==> config.mk <==
export PLATFORM = sky130hd
export DESIGN_NAME = load_fire_scheduler
export DESIGN_NICKNAME = d
export VERILOG_FILES = /design/src/rtl/load_fire_scheduler.sv
export SDC_FILE = /design/constraint.sdc
export NUM_CORES = 2
export LEC_CHECK = 0
export ABC_AREA = 0
export CAP_MARGIN = 25
export CORE_ASPECT_RATIO = 0.6
export CORE_MARGIN = 2
export CORE_UTILIZATION = 65
export DETAILED_ROUTE_END_ITERATION = 6
export GPL_TIMING_DRIVEN = 0
export PLACE_DENSITY = 0.89
export SYNTH_ARGS = -nofsm -noshare
export SYNTH_HDL_FRONTEND = slang
export SYNTH_SLANG_ARGS = --single-unit
export TNS_END_PERCENT = 100
==> constraint.sdc <==
create_clock -name clk -period 17.2 [get_ports clk]
set_input_delay 1.72 -clock clk [delete_from_list [all_inputs] [get_ports clk]]
set_output_delay 1.72 -clock clk [all_outputs]
set_load 0.03 [all_outputs]
==> src/rtl/load_fire_scheduler.sv <==
// rtl/load_fire_scheduler.sv - per-entry load fire scheduler with sleep/wake and completion reporting
// Optional build macro: LOAD_SLEEP_TIMEOUT_EN (4-bit per-entry sleep timeout back to READY).
// Ports: clk, reset_n (async, active-low); ldq_valid/ldq_address_valid/ldq_head (LDQ status);
// kill_mem_req/sleep/sleep_rob_tag/forward/stq_forward_index (dependence checker verdict);
// wake_valid/wake_rob_tag (store data broadcast); mem_req_ready/mem_resp_valid/mem_resp_ldq_index (L1);
// load_fired/load_fired_ldq_index, mem_req_valid/mem_req_ldq_index (fire), load_done_* (registered
// completion), ldq_sleeping (per-entry SLEEP flag).
module load_fire_scheduler #(
    parameter int XLEN          = 32,
    parameter int ROB_TAG_WIDTH = 32,
    parameter int LDQ_SIZE      = 32,
    parameter int STQ_SIZE      = 32
) (
    input  logic                        clk,
    input  logic                        reset_n,
    input  logic [LDQ_SIZE-1:0]         ldq_valid,
    input  logic [LDQ_SIZE-1:0]         ldq_address_valid,
    input  logic [$clog2(LDQ_SIZE)-1:0] ldq_head,
    input  logic                        kill_mem_req,
    input  logic                        sleep,
    input  logic [ROB_TAG_WIDTH-1:0]    sleep_rob_tag,
    input  logic                        forward,
    input  logic [$clog2(STQ_SIZE)-1:0] stq_forward_index,
    input  logic                        wake_valid,
    input  logic [ROB_TAG_WIDTH-1:0]    wake_rob_tag,
    input  logic                        mem_req_ready,
    input  logic                        mem_resp_valid,
    input  logic [$clog2(LDQ_SIZE)-1:0] mem_resp_ldq_index,
    output logic                        load_fired,
    output logic [$clog2(LDQ_SIZE)-1:0] load_fired_ldq_index,
    output logic                        mem_req_valid,
    output logic [$clog2(LDQ_SIZE)-1:0] mem_req_ldq_index,
    output logic                        load_done_valid,
    output logic [$clog2(LDQ_SIZE)-1:0] load_done_ldq_index,
    output logic                        load_done_forwarded,
    output logic [$clog2(STQ_SIZE)-1:0] load_done_stq_index,
    output logic [LDQ_SIZE-1:0]         ldq_sleeping
);

    localparam int LW = $clog2(LDQ_SIZE);
    localparam int SW = $clog2(STQ_SIZE);

    // Index arithmetic relies on natural wrap of LW/SW-bit values.
    if (XLEN < 1 || LDQ_SIZE != (1 << LW) || STQ_SIZE != (1 << SW)) begin : g_bad_params
        $error("load_fire_scheduler: queue sizes must be powers of two");
    end

    typedef enum logic [2:0] {
        ST_IDLE,
        ST_WAIT_ADDR,
        ST_READY,
        ST_INFLIGHT,
        ST_SLEEP,
        ST_DONE
    } entry_state_e;

    entry_state_e             state_q [LDQ_SIZE];
    entry_state_e             state_d [LDQ_SIZE];
    logic [ROB_TAG_WIDTH-1:0] tag_q   [LDQ_SIZE];
    logic [ROB_TAG_WIDTH-1:0] tag_d   [LDQ_SIZE];
    logic                     sel_found;
    logic [LW-1:0]            sel_idx;
    logic [LW-1:0]            cand;
    logic                     fwd_done;
    logic                     resp_done;

`ifdef LOAD_SLEEP_TIMEOUT_EN
    logic [3:0] sleep_cnt_q [LDQ_SIZE];

    // Counter is held at zero outside SLEEP, so it restarts on every entry to SLEEP.
    always_ff @(posedge clk or negedge reset_n) begin
        if (!reset_n) begin
            for (int i = 0; i < LDQ_SIZE; i++) sleep_cnt_q[i] <= 4'd0;
        end else begin
            for (int i = 0; i < LDQ_SIZE; i++)
                sleep_cnt_q[i] <= (state_q[i] == ST_SLEEP) ? sleep_cnt_q[i] + 4'd1 : 4'd0;
        end
    end
`endif

    // Walk from the head outward; the first READY hit is the oldest.
    always_comb begin
        sel_found = 1'b0;
        sel_idx   = '0;
        cand      = '0;
        for (int d = 0; d < LDQ_SIZE; d++) begin
            cand = ldq_head + LW'(d);
            if (!sel_found && state_q[cand] == ST_READY) begin
                sel_found = 1'b1;
                sel_idx   = cand;
            end
        end
    end

    // A returning response owns the L1 port this cycle, which also keeps the
    // forward and response completion sources mutually exclusive.
    assign load_fired           = sel_found & mem_req_ready & ~mem_resp_valid;
    assign load_fired_ldq_index = sel_idx;
    assign mem_req_valid        = load_fired & ~kill_mem_req;
    assign mem_req_ldq_index    = sel_idx;

    assign fwd_done  = load_fired & kill_mem_req & forward & ldq_valid[sel_idx];
    assign resp_done = mem_resp_valid & ldq_valid[mem_resp_ldq_index]
                     & (state_q[mem_resp_ldq_index] == ST_INFLIGHT);

    always_comb begin
        ldq_sleeping = '0;
        for (int i = 0; i < LDQ_SIZE; i++) ldq_sleeping[i] = (state_q[i] == ST_SLEEP);
    end

    always_comb begin
        for (int i = 0; i < LDQ_SIZE; i++) begin
            state_d[i] = state_q[i];
            tag_d[i]   = tag_q[i];
            if (!ldq_valid[i]) begin
                state_d[i] = ST_IDLE;
            end else begin
                case (state_q[i])
                    ST_IDLE:      state_d[i] = ldq_address_valid[i] ? ST_READY : ST_WAIT_ADDR;
                    ST_WAIT_ADDR: if (ldq_address_valid[i]) state_d[i] = ST_READY;
                    ST_READY: begin
                        if (load_fired && sel_idx == LW'(i)) begin
                            if (!kill_mem_req) begin
                                state_d[i] = ST_INFLIGHT;
                            end else if (forward) begin
                                state_d[i] = ST_DONE;
                            end else if (sleep && !(wake_valid && wake_rob_tag == sleep_rob_tag)) begin
                                // A wake for the same tag this cycle would be missed, so only park otherwise.
                                state_d[i] = ST_SLEEP;
                                tag_d[i]   = sleep_rob_tag;
                            end
                        end
                    end
                    ST_INFLIGHT: begin
                        if (mem_resp_valid && mem_resp_ldq_index == LW'(i)) state_d[i] = ST_DONE;
                    end
                    ST_SLEEP: begin
                        if (wake_valid && wake_rob_tag == tag_q[i]) state_d[i] = ST_READY;
`ifdef LOAD_SLEEP_TIMEOUT_EN
                        // The counter reaches 15 on this edge.
                        if (sleep_cnt_q[i] == 4'd14) state_d[i] = ST_READY;
`endif
                    end
                    default: ;
                endcase
            end
        end
    end

    always_ff @(posedge clk or negedge reset_n) begin
        if (!reset_n) begin
            for (int i = 0; i < LDQ_SIZE; i++) begin
                state_q[i] <= ST_IDLE;
                tag_q[i]   <= '0;
            end
            load_done_valid     <= 1'b0;
            load_done_ldq_index <= '0;
            load_done_forwarded <= 1'b0;
            load_done_stq_index <= '0;
        end else begin
            for (int i = 0; i < LDQ_SIZE; i++) begin
                state_q[i] <= state_d[i];
                tag_q[i]   <= tag_d[i];
            end
            load_done_valid     <= fwd_done | resp_done;
            load_done_ldq_index <= fwd_done ? sel_idx : (resp_done ? mem_resp_ldq_index : '0);
            load_done_forwarded <= fwd_done;
            load_done_stq_index <= fwd_done ? stq_forward_index : '0;
        end
    end

endmodule
==> results.sh, run 1 <==
export IMPL_status="aborted with a tool error"
export IMPL_haltStage="global routing"
export IMPL_stop_error="[ERROR GRT-0232] Routing congestion too high. Check the congestion heatmap in the GUI."
export IMPL_synth_edf_count=0
export IMPL_ios=207
export IMPL_synth_nets=6094
export IMPL_gp_congestion=1.23
export IMPL_hold_buffers=0
export IMPL_post_cts_resized=0
export IMPL_fp_dieW_um=414
export IMPL_synth_async_reset_ratio_pct=100
export IMPL_root_buffer="clkbuf_16"
export IMPL_synth_area_sq_um=65700
export IMPL_cts_sink_count=1132
export IMPL_synth_seq_cells=1132
export IMPL_synth_area_top_cells="dfrtp_1 43%, mux2_2 12%, xor2_1 9.4%"
export IMPL_grt_use_total_pct=79.2
export IMPL_yosys_warnings=0
export IMPL_antenna_found_initial=80
export IMPL_synth_largest_area_cell="dfrtp_1"
export IMPL_die_h_um=250
export IMPL_place_inst=7569
export IMPL_rows=90
export IMPL_initial_utilization_pct=65.5
export IMPL_yosysSeqAreaShare_pct=43.1
export IMPL_post_cts_setup_buffer_count=0
export IMPL_synth_top_area_share_pct=43.1
export IMPL_port_buffers=171
export IMPL_synthFlopType="dfrtp_1"
export IMPL_syn_instance_count=5931
export IMPL_cts_buffers_inserted=96
export IMPL_syn_area_per_cell_sq_um=11.1
export IMPL_placed_area_sq_um=71200
export IMPL_cts_htree_levels=3
export IMPL_overflow=1
export IMPL_synth_cell_types=107
export IMPL_cts_buffer_depth=3
export IMPL_grt_max_degree=184
export IMPL_dp_hpwl_um=253000
synthesized netlist by cell type, types with 17 or more instances:
master,n
and3_1,19
nor2_1,211
mux2_1,325
mux4_2,46
and2_1,34
nand4_1,165
o21ai_0,137
a21oi_1,141
buf_2,108
inv_1,70
a22oi_1,18
nor3_1,70
buf_1,55
o31ai_1,24
dfrtp_1,1132
mux2i_1,60
nand2b_1,46
nor4_1,197
o21a_1,17
a21boi_0,21
nor3b_1,41
nor2b_1,57
o22ai_1,36
o211ai_1,22
buf_4,22
nand3_1,85
a211oi_1,20
mux2_2,726
nand2_1,269
a31oi_1,40
xnor2_1,381
clkbuf_1,264
xor2_1,707
through the flow:
stage	hold slack, ns	setup slack [ns]
after floorplan	0.478	8.68
after global placement	0.487	-35.73
after detailed placement	0.495	4.02
after CTS	0.511	4.02
logic make-up after synthesis:
logic type	share of synthesized area, %
multiplexers	20.5
AND/OR/NAND/NOR	10.8
AO/OA/AOI/OAI	7.30
buffers and inverters	3.52
flip-flops	43.1
adder cells (fa/ha/maj)	0.229
XOR/XNOR	14.5
routing by layer:
metal / global-route usage (%) / GRT overflow
met5: 61.1 / 0
met4: 62.6 / 0
met3: 77.1 / 0
met2: 83.0 / 1
met1: 85.4 / 0
==> inputs of run 2 (changes only) <==
CORE_ASPECT_RATIO = default   (was 0.6)
CORE_UTILIZATION = 40   (was 65)
PLACE_DENSITY = default   (was 0.89)
PLACE_DENSITY_LB_ADDON = 0.15   (was default)
==> run 2 against run 1 <==
The flow now finishes, with violations (DRC). Synthesized area stayed put. Synthesized cell count unchanged.
==> results.sh, run 2 <==
export IMPL_vdd_drop_max_uv=185
export IMPL_drv_cap=0
export IMPL_worstSetupEndpointType="output pin"
export IMPL_fin_cells=8627
export IMPL_ios=207
export IMPL_overflow=0
export IMPL_antenna_found_initial=33
export IMPL_clk_pin_slew_ns=0.05
export IMPL_grt_pass1_vias=51218
export IMPL_die_h_um=409
export IMPL_p_per_area_nw_per_um2=123
export IMPL_p_seq_share_pct=32.1
export IMPL_synth_async_reset_ratio_pct=100
export IMPL_finalInstanceArea_sq_um=76300
export IMPL_final_cell_mix="1132 x dfrtp_1, 726 x mux2_2, 707 x xor2_1"
export IMPL_maxSlewViolCount=0
export IMPL_place_ws_ns=4.73
export IMPL_grt_pass1_wl_um=427000
export IMPL_worst_pin_slew_ns=1.25
export IMPL_fmax_mhz=78.9
export IMPL_syn_instance_count=5931
export IMPL_viasPerCell=6.25
export IMPL_reg2regPathDepth=20
export IMPL_fin_crit_sh_pct=73.7
export IMPL_grt_use_total_pct=36.7
export IMPL_drive_above_1_share_pct=21.9
export IMPL_root_buffer="clkbuf_16"
export IMPL_p_clk_share_pct=30.9
export IMPL_hold_path_cell_count=1
export IMPL_dp_hpwl_um=227000
export IMPL_nNetsFinal=6509
export IMPL_setup_violations=0
export IMPL_synth_most_common_cell="dfrtp_1"
export IMPL_post_cts_setup_buffer_count=0
export IMPL_area_growth_pct=16.1
export IMPL_fp_dieW_um=409
export IMPL_port_buffers=171
export IMPL_worst_clock_skew_ns=0.0697
export IMPL_syn_area_per_cell_sq_um=11.1
export IMPL_yosysSeqAreaShare_pct=43.1
export IMPL_fp_coreArea_sq_um=163000
export IMPL_post_cts_resized=0
export IMPL_p_leak_nw=35.5
export IMPL_synth_top_area_share_pct=43.1
export IMPL_grt_max_degree=153
export IMPL_violations="DRC"
export IMPL_wl_per_cell_um=36.3
export IMPL_dr_first_iter_drc_count=7002
export IMPL_fin_tns_setup_ns=0
export IMPL_yosys_warnings=0
export IMPL_largest_reg_flops=1024
export IMPL_finalCriticalPeriod_ns=12.68
export IMPL_cts_tree="yes"
export IMPL_synth_largest_area_cell="dfrtp_1"
export IMPL_max_flop_register="tag_q"
export IMPL_crit_path_max_fanout=11
export IMPL_hp_start="tag_q[396]"
export IMPL_cp_required_ns=15.48
export IMPL_critPathArrivalTime_ns=10.96
export IMPL_status="finished with violations"
export IMPL_rows=148
export IMPL_initial_utilization_pct=40.3
export IMPL_p_sw_share_pct=40.7
export IMPL_vias=53887
export IMPL_cts_buffer_depth=3
export IMPL_fp_dieArea_sq_um=167000
export IMPL_cts_htree_levels=4
export IMPL_wirelength_um=314000
export IMPL_cts_sink_count=1132
export IMPL_rsz0062_at_grt="false"
export IMPL_p_sw_mw=3.82
export IMPL_criticalPathCategory="input pin to output pin"
export IMPL_worst_slack_ns=4.52
export IMPL_synth_edf_count=0
export IMPL_placed_area_sq_um=71800
export IMPL_synth_area_top_cells="dfrtp_1 43%, mux2_2 12%, xor2_1 9.4%"
export IMPL_min_path_type="flip-flop to flip-flop"
export IMPL_setup_worst_path_start="ldq_head[1]"
export IMPL_drtPass1Iterations=7
export IMPL_synth_seq_cells=1132
export IMPL_hold_buffers=0
export IMPL_final_common_cell="dfrtp_1"
export IMPL_worst_setup_path_start_kind="input pin"
export IMPL_place_inst=8379
export IMPL_cts_buffers_inserted=130
export IMPL_gp_congestion=1.00
export IMPL_synthTopCellsByCount="1132 x dfrtp_1, 726 x mux2_2, 707 x xor2_1"
export IMPL_synthFlopType="dfrtp_1"
export IMPL_synth_area_sq_um=65700
export IMPL_synth_nets=6094
export IMPL_regToRegStartpoint="state_q[17]"
export IMPL_intPower_mw=5.56
export IMPL_synth_cell_types=107
export IMPL_drcViolationCount=5
export IMPL_finalHoldViolCount=0
export IMPL_ant_nets=0
export IMPL_relSlewSlack_pct=17.0
export IMPL_comb_power_share_pct=36.9
export IMPL_clk_latency_ns=0.79
export IMPL_top_regs="tag_q (1024), state_q (96)"
export IMPL_whs_ns=0.506
## run 2: cell counts after synthesis
Identical to the previous run, type by type.
## run 2: critical path, cell delays in order
cell	delay (ns)
clkdlybuf4s50_1	0.56
buf_2	0.27
inv_1	0.45
clkbuf_1	0.50
buf_8	0.24
ha_1	0.18
buf_2	0.28
nand2b_1	0.24
and2_1	0.16
clkbuf_1	0.72
mux4_2	0.67
a22oi_2	0.38
nor4b_4	0.50
nand2_4	0.21
buf_4	0.24
nor4_1	0.69
a311oi_1	0.08
o21ai_0	0.20
a41oi_1	0.31
o21a_1	0.47
inv_2	0.23
clkbuf_1	0.71
buf_4	0.23
clkdlybuf4s50_1	0.66
## run 2: routing by layer
layer	vias up	routed length (um)	GRT usage, %
li1	21997	-	-
met1	27937	126000	48.8
met2	3202	135000	54.7
met3	749	31200	8.50
met4	2	21800	21.0
met5	-	12	0
## run 2: logic make-up (layout without fill, tap and decap cells)
| family | count (synthesis) | count (layout) | synth area share [%] |
|---|---|---|---|
| fa+ha+maj | 12 | 12 | 0.229 |
| compound gates | 703 | 703 | 7.30 |
| flops | 1132 | 1132 | 43.1 |
| mux | 1158 | 1158 | 20.5 |
| other cells | 0 | 6 | 0 |
| simple gates | 1301 | 1301 | 10.8 |
| buf+inv | 537 | 1052 | 3.52 |
| xor+xnor | 1088 | 1088 | 14.5 |
## run 2: power groups by stage
stage / logic (mW) / clock network (mW) / registers, mW
3_3_place_gp: 3.27 / 0 / 3.07
5_1_grt: 3.59 / 3.01 / 3.03
6_report: 3.46 / 2.90 / 3.01
2_1_floorplan: 1.92 / 0 / 3.00
3_5_place_dp: 3.33 / 0 / 3.05
4_1_cts: 3.34 / 2.90 / 3.00
## run 2: stage by stage
stage / total power [mW] / utilization, %
finish: 9.38 / 46.8
global route: 9.63 / 46.8
CTS: 9.25 / 46.7
detailed placement: 6.38 / 44.1
global placement: 6.33 / 43.0
floorplan: 4.92 / -
## run 2: cell type report
class / instances / area, sq um
Antenna cell: 6 / 15.0
Buffer: 459 / 2130
Clock buffer: 185 / 3840
Clock inverter: 47 / 533
Fill cell: 15232 / 86700
Inverter: 78 / 295
Multi-Input combinational cell: 4262 / 35100
Sequential cell: 1132 / 28300
Tap cell: 2175 / 2720
Timing Repair Buffer: 283 / 3310
## run 2: path summary, 6_finish.rpt
kind / to / slack [ns]
min in group asynchronous: tag_q[185] / 0.94
max in group asynchronous: tag_q[385] / 14.25
min: tag_q[396] / 0.51
max reg2reg: load_done_ldq_index[0] / 8.37
min reg2reg: tag_q[396] / 0.51
max: mem_req_ldq_index[1] / 4.52
No activity file was read; power rests on OpenSTA's default activity.
